--- src/rtl/csa_stream_accumulator.sv ---
// Streaming multi-operand adder: carry-save accumulation of a batch of operands,
// then a chunked ripple-carry resolve of S+C presented on a valid/ready port.
module csa_stream_accumulator #(
   parameter int WIDTH   = 4,
   parameter int MAX_OPS = 16,
   parameter int CHUNK   = 4,
   localparam int ACC_W  = WIDTH + $clog2(MAX_OPS),
   localparam int CNT_W  = $clog2(MAX_OPS) + 1
) (
   input  logic             clk,
   input  logic             rst,
   input  logic             in_valid,
   output logic             in_ready,
   input  logic [WIDTH-1:0] in_data,
   input  logic             in_last,
   output logic             out_valid,
   input  logic             out_ready,
   output logic [ACC_W-1:0] out_sum,
   output logic [CNT_W-1:0] out_count,
   output logic             out_ovf
);

   localparam int NCHUNK = (ACC_W + CHUNK - 1) / CHUNK;
   localparam int PAD_W  = NCHUNK * CHUNK;
   localparam int RIDX_W = (NCHUNK > 1) ? $clog2(NCHUNK) : 1;

   localparam logic [1:0] ACCUM   = 2'd0;
   localparam logic [1:0] RESOLVE = 2'd1;
   localparam logic [1:0] DONE    = 2'd2;

   logic [1:0]        state;
   logic [ACC_W-1:0]  s_reg;
   logic [ACC_W-1:0]  c_reg;
   logic [CNT_W-1:0]  count;
   logic [RIDX_W-1:0] ridx;
   logic              carry;

   logic              accept;
   logic [ACC_W-1:0]  d_ext;
   logic [CNT_W-1:0]  cnt_next;
   logic [PAD_W-1:0]  s_pad;
   logic [PAD_W-1:0]  c_pad;
   logic [PAD_W-1:0]  sum_pad;
   logic [CHUNK:0]    chunk_sum;

   assign in_ready = (state == ACCUM);
   assign accept   = in_valid & in_ready;
   assign d_ext    = ACC_W'(in_data);
   assign cnt_next = (count == {CNT_W{1'b1}}) ? count : count + CNT_W'(1);

   // Operands are zero-padded to a whole number of chunks so the top chunk
   // simply truncates at ACC_W when merged back into the result.
   always_comb begin
      s_pad     = PAD_W'(s_reg);
      c_pad     = PAD_W'(c_reg);
      chunk_sum = {1'b0, s_pad[int'(ridx)*CHUNK +: CHUNK]}
                + {1'b0, c_pad[int'(ridx)*CHUNK +: CHUNK]}
                + {{CHUNK{1'b0}}, carry};
      sum_pad   = PAD_W'(out_sum);
      sum_pad[int'(ridx)*CHUNK +: CHUNK] = chunk_sum[CHUNK-1:0];
   end

   // Batch sequencing: accumulate in carry-save form, resolve one chunk per
   // cycle, then hold the result until the consumer takes it.
   always_ff @(posedge clk) begin
      if (rst) begin
         state     <= ACCUM;
         s_reg     <= '0;
         c_reg     <= '0;
         count     <= '0;
         ridx      <= '0;
         carry     <= 1'b0;
         out_valid <= 1'b0;
         out_sum   <= '0;
         out_count <= '0;
         out_ovf   <= 1'b0;
      end else begin
         case (state)
            ACCUM: begin
               if (accept) begin
                  s_reg <= s_reg ^ c_reg ^ d_ext;
                  c_reg <= ((s_reg & c_reg) | (s_reg & d_ext) | (c_reg & d_ext)) << 1;
                  count <= cnt_next;
                  if (in_last) begin
                     state     <= RESOLVE;
                     ridx      <= '0;
                     carry     <= 1'b0;
                     out_count <= cnt_next;
                     out_ovf   <= (cnt_next > CNT_W'(MAX_OPS));
                  end
               end
            end
            RESOLVE: begin
               out_sum <= sum_pad[ACC_W-1:0];
               carry   <= chunk_sum[CHUNK];
               if (ridx == RIDX_W'(NCHUNK - 1)) begin
                  state     <= DONE;
                  out_valid <= 1'b1;
                  ridx      <= '0;
               end else begin
                  ridx <= ridx + RIDX_W'(1);
               end
            end
            DONE: begin
               if (out_ready) begin
                  s_reg     <= '0;
                  c_reg     <= '0;
                  count     <= '0;
                  out_valid <= 1'b0;
                  state     <= ACCUM;
               end
            end
            default: state <= ACCUM;
         endcase
      end
   end

endmodule

--- config.mk ---
export PLATFORM = sky130hd
export DESIGN_NAME = csa_stream_accumulator
export DESIGN_NICKNAME = d
export VERILOG_FILES = /design/src/rtl/csa_stream_accumulator.sv
export SDC_FILE = /design/constraint.sdc
export NUM_CORES = 1
export LEC_CHECK = 0
export BUFFER_PORTS_ARGS = -buffer_cell sky130_fd_sc_hd__buf_2
export CAP_MARGIN = 5
export CORE_MARGIN = 3
export CORE_UTILIZATION = 30
export CTS_CLUSTER_DIAMETER = 150
export DETAILED_ROUTE_END_ITERATION = 7
export PLACE_DENSITY = 0.56
export SLEW_MARGIN = 30
export SYNTH_ARGS = -nofsm -noshare
export SYNTH_HDL_FRONTEND = slang
export SYNTH_SLANG_ARGS = --single-unit
--- constraint.sdc ---
create_clock -name clk -period 4.1 [get_ports clk]
set_clock_uncertainty 0.15 [all_clocks]
set_input_delay 0.205 -clock clk [delete_from_list [all_inputs] [get_ports clk]]
set_output_delay 0.205 -clock clk [all_outputs]
set_load 0.01 [all_outputs]
==> reports/qor.txt <==
Status = completed
Number of cell rows = 29
Max cap viols = 0
Synthesized Nets = 226
PwrDens = 342 nW/µm²
H-Tree Depth = 2
Synthesized netlist cell count = 204
CTS tree = done
Final worst-path cycle share = 0.586
Min-Delay Startpoint = out_ready
Total track usage = 0.111
Clock buffer depth = 2
CP peak stage delay = 0.66 ns
Simple-Gate Fraction of Synth Area = 0.194
Fill cells = 660
Hold Crit Depth = 4
Initial Utilization = 0.311
Main area contributors after synthesis = dfxtp_1 39%, nor2_1 6.8%, a22oi_1 6.0%, fa_1 5.0%, ha_1 5.0%
Pre-Repair DR Iteration Count = 4
Clk Latency, worst-skew pair = 0.29 ns
Syn_area_per_cell = 9.75 µm²
Hold endpoint = out_valid$_SDFFE_PP0P_
Placed cells = 293
Setup bufs post-CTS = 0
RSZ-0062 raised after global routing = no
Critical path cell sequence = mux2i_1, fa_1, inv_1, fa_1, a21o_1, a21oi_1, or3_1, a21oi_1
Buf/Inv on CP = 1
Synthesized area = 1990 µm²
Non-Filler Instances = 301
Drt total wl = 3900 µm
Synth Area in XOR/XNOR = 0.0132
Slew Limit Fails = 0
Ant. Diodes = 0
Compound-Gate Fraction of Synth Area = 0.168
Crit path kind = flop to flop
Leakage Power = 0.908 nW
CP top delay family = flip-flops
CP required = 4.09 ns
DR WL/cell = 12.9 µm
Die Y = 87.4 µm
Die ar. = 7640 µm²
CP endpoint kind = flop
Hpwl dp = 2700 µm
Area of the multi-input gates = 1110 µm²
Clk pwr share = 0.331
Number of antenna violations at the first check in global routing = 0
Layout cells sized above 1 = 0.219
Ports = 25
Slew HR = 0.502
Crit start category = flop
Total congestion overflow = 0
Via Count = 1455
Storage cell area = 781 µm²
Sink Count = 39
Setup violators final = 0
Seq pwr share = 0.542
Core Region = 6390 µm²
Post-synthesis mux area share = 0.0824
Yosys warns = 0
R2R cell count = 8
# resized after CTS = 0
Root buffer cell = clkbuf_8
DRC = 0
Synth unique cells = 43
ANT nets after route = 0
Worst-path clk slew = 0.07 ns
Final Hold Viols = 0
Area grow syn2layout = 11.4%
Internal power = 554 µW
Total power = 756 µW
Worst Hold Class = input port to flop
Combinational Power Share = 0.127
Largest family of logic cells by synthesized area = simple AND/OR/NAND/NOR gates
CP Data Arrival Time = 2.39 ns
Slowest-stage cell, CP = dfxtp_1
Worst R2R Setup Slack = 1.70 ns
Commonest non-fill, non-tap cells in the layout = 39 x dfxtp_1, 36 x nor2_1, 24 x buf_2, 16 x a22oi_1, 11 x a21oi_1
Setup TNS = 0 ns
Nets = 245
Routability cong. = 0.749
CTS hold repair buffers = 0
Crit Path Max Fanout = 13
Post-synthesis sequential area ratio = 0.393
Chip Width = 87.4 µm
Iter 0 DRT Violations = 57
First-pass GRT wire length = 6710 µm
Cell taking the most area after synthesis = dfxtp_1
VDD IR max = 186 µV
Pin count of the biggest net entering global routing = 42
Drt via density = 4.83
Area share of the largest cell type after synthesis = 0.393
Port Buffers = 24
Reg2reg start = ridx$_SDFFE_PP0P_
Worst r2r dst = carry$_SDFFE_PP0P_
Vias in the first global route = 1411
Minimum clock period = 2.40 ns
Net Sw Frac = 0.268
Number of synthesized register bits = 39
TritonCTS buffer count = 5
Achievable Freq = 416 MHz
Adder-cell share of the synthesized area = 0.101
Commonest non-fill, non-tap cell in the layout = dfxtp_1
Worst slew pin tran = 0.748 ns
Switching power = 202 µW
-- kinds of logic (layout without fill, tap and decap cells) --
logic type | Yosys count | in the layout
and+or+nand+nor | 68 | 68
AOI/OAI and AO/OA | 49 | 49
DFF | 39 | 39
buffers and inverters | 17 | 37
muxes | 15 | 15
adders and majority gates | 13 | 13
xor gates and xnor gates | 3 | 3
-- state kept, by name, summed over array words and instances (netlist names) --
| signal | count |
|---|---|
| out_valid | 1 |
| out_ovf | 1 |
| out_sum | 8 |
| carry | 1 |
| ridx | 1 |
| count | 5 |
| state | 2 |
| s_pad | 8 |
| c_pad | 7 |
| out_count | 5 |
-- how the worst max path moves through the flow --
| stage | startpoint | to | slack (ns) | cells past startpoint |
|---|---|---|---|---|
| final | ridx$_SDFFE_PP0P_ | carry$_SDFFE_PP0P_ | 1.70 | 8 |
| after detailed placement | ridx$_SDFFE_PP0P_ | carry$_SDFFE_PP0P_ | 1.71 | 8 |
| after global placement | ridx$_SDFFE_PP0P_ | carry$_SDFFE_PP0P_ | 1.77 | 8 |
| after floorplan | ridx$_SDFFE_PP0P_ | carry$_SDFFE_PP0P_ | 1.91 | 9 |
| after global routing | ridx$_SDFFE_PP0P_ | out_sum[3]$_SDFFE_PP0P_ | 1.47 | 6 |
| after CTS | ridx$_SDFFE_PP0P_ | carry$_SDFFE_PP0P_ | 1.68 | 8 |
-- power groups by stage --
stage / logic, mW / registers (mW) / clock network [mW]
after floorplan: 0.0773 / 0.413 / 0
after global placement: 0.0961 / 0.419 / 0
after detailed placement: 0.0973 / 0.419 / 0
after CTS: 0.0978 / 0.410 / 0.263
after global routing: 0.110 / 0.413 / 0.275
final: 0.0960 / 0.410 / 0.250
-- per-stage QoR --
stage           util  area [µm²]  setup WS, ns  hold WS (ns)
6_report       0.347        2210          1.70         0.113
5_1_grt        0.347        2210          1.47         0.153
4_1_cts        0.347        2210          1.68         0.104
2_1_floorplan      -        1990          1.91         0.246
3_5_place_dp   0.334        2130          1.71         0.330
3_3_place_gp   0.334        2130          1.77         0.323
-- tightest hold or removal path, cell delays in order --
cell,delay [ns]
buf_2,0.12
nand2_1,0.06
a21oi_1,0.06
nor2_1,0.07
-- synthesized netlist by cell type --
cell / number
nand2_1: 8
or2_2: 1
buf_1: 1
nand4_4: 1
mux2_4: 1
o221ai_1: 2
or3_1: 1
a41oi_1: 1
xnor2_1: 1
fa_1: 5
ha_1: 8
buf_6: 3
a21boi_0: 2
clkbuf_1: 3
nand2_4: 1
a21o_1: 1
o211a_1: 1
a211oi_1: 6
nand2b_1: 4
nand3b_1: 2
nor2_4: 1
nor2_1: 36
a31oi_1: 2
nor4b_4: 1
nand4b_1: 2
nand3_1: 1
inv_4: 1
o21ai_1: 2
nor2b_1: 3
a21oi_1: 11
o21ai_0: 3
o32ai_1: 1
buf_2: 6
mux2_2: 7
nor3_1: 3
a22oi_1: 16
nor3b_2: 1
xor2_1: 2
inv_1: 3
dfxtp_1: 39
a31o_2: 1
nor3_4: 2
mux2i_1: 7
-- area by class of cell --
cell class | count | area share
clock inverters | 1 | 0.00226
multi-input cells | 148 | 0.502
flip-flops and latches | 39 | 0.353
clock buffers | 7 | 0.0345
inverters | 4 | 0.00791
well taps | 77 | 0.0435
repair buffers | 25 | 0.0576
-- routing by layer --
| layer | wire (µm) | GRT usage | up-vias |
|---|---|---|---|
| li1 | - | - | 769 |
| met1 | 1950 | 0.145 | 665 |
| met2 | 1750 | 0.173 | 17 |
| met3 | 164 | 0.0341 | 4 |
| met4 | 29 | 0.0377 | 0 |
| met5 | 0 | 0 | - |
Note: power is estimated with default switching activity, not from simulation.
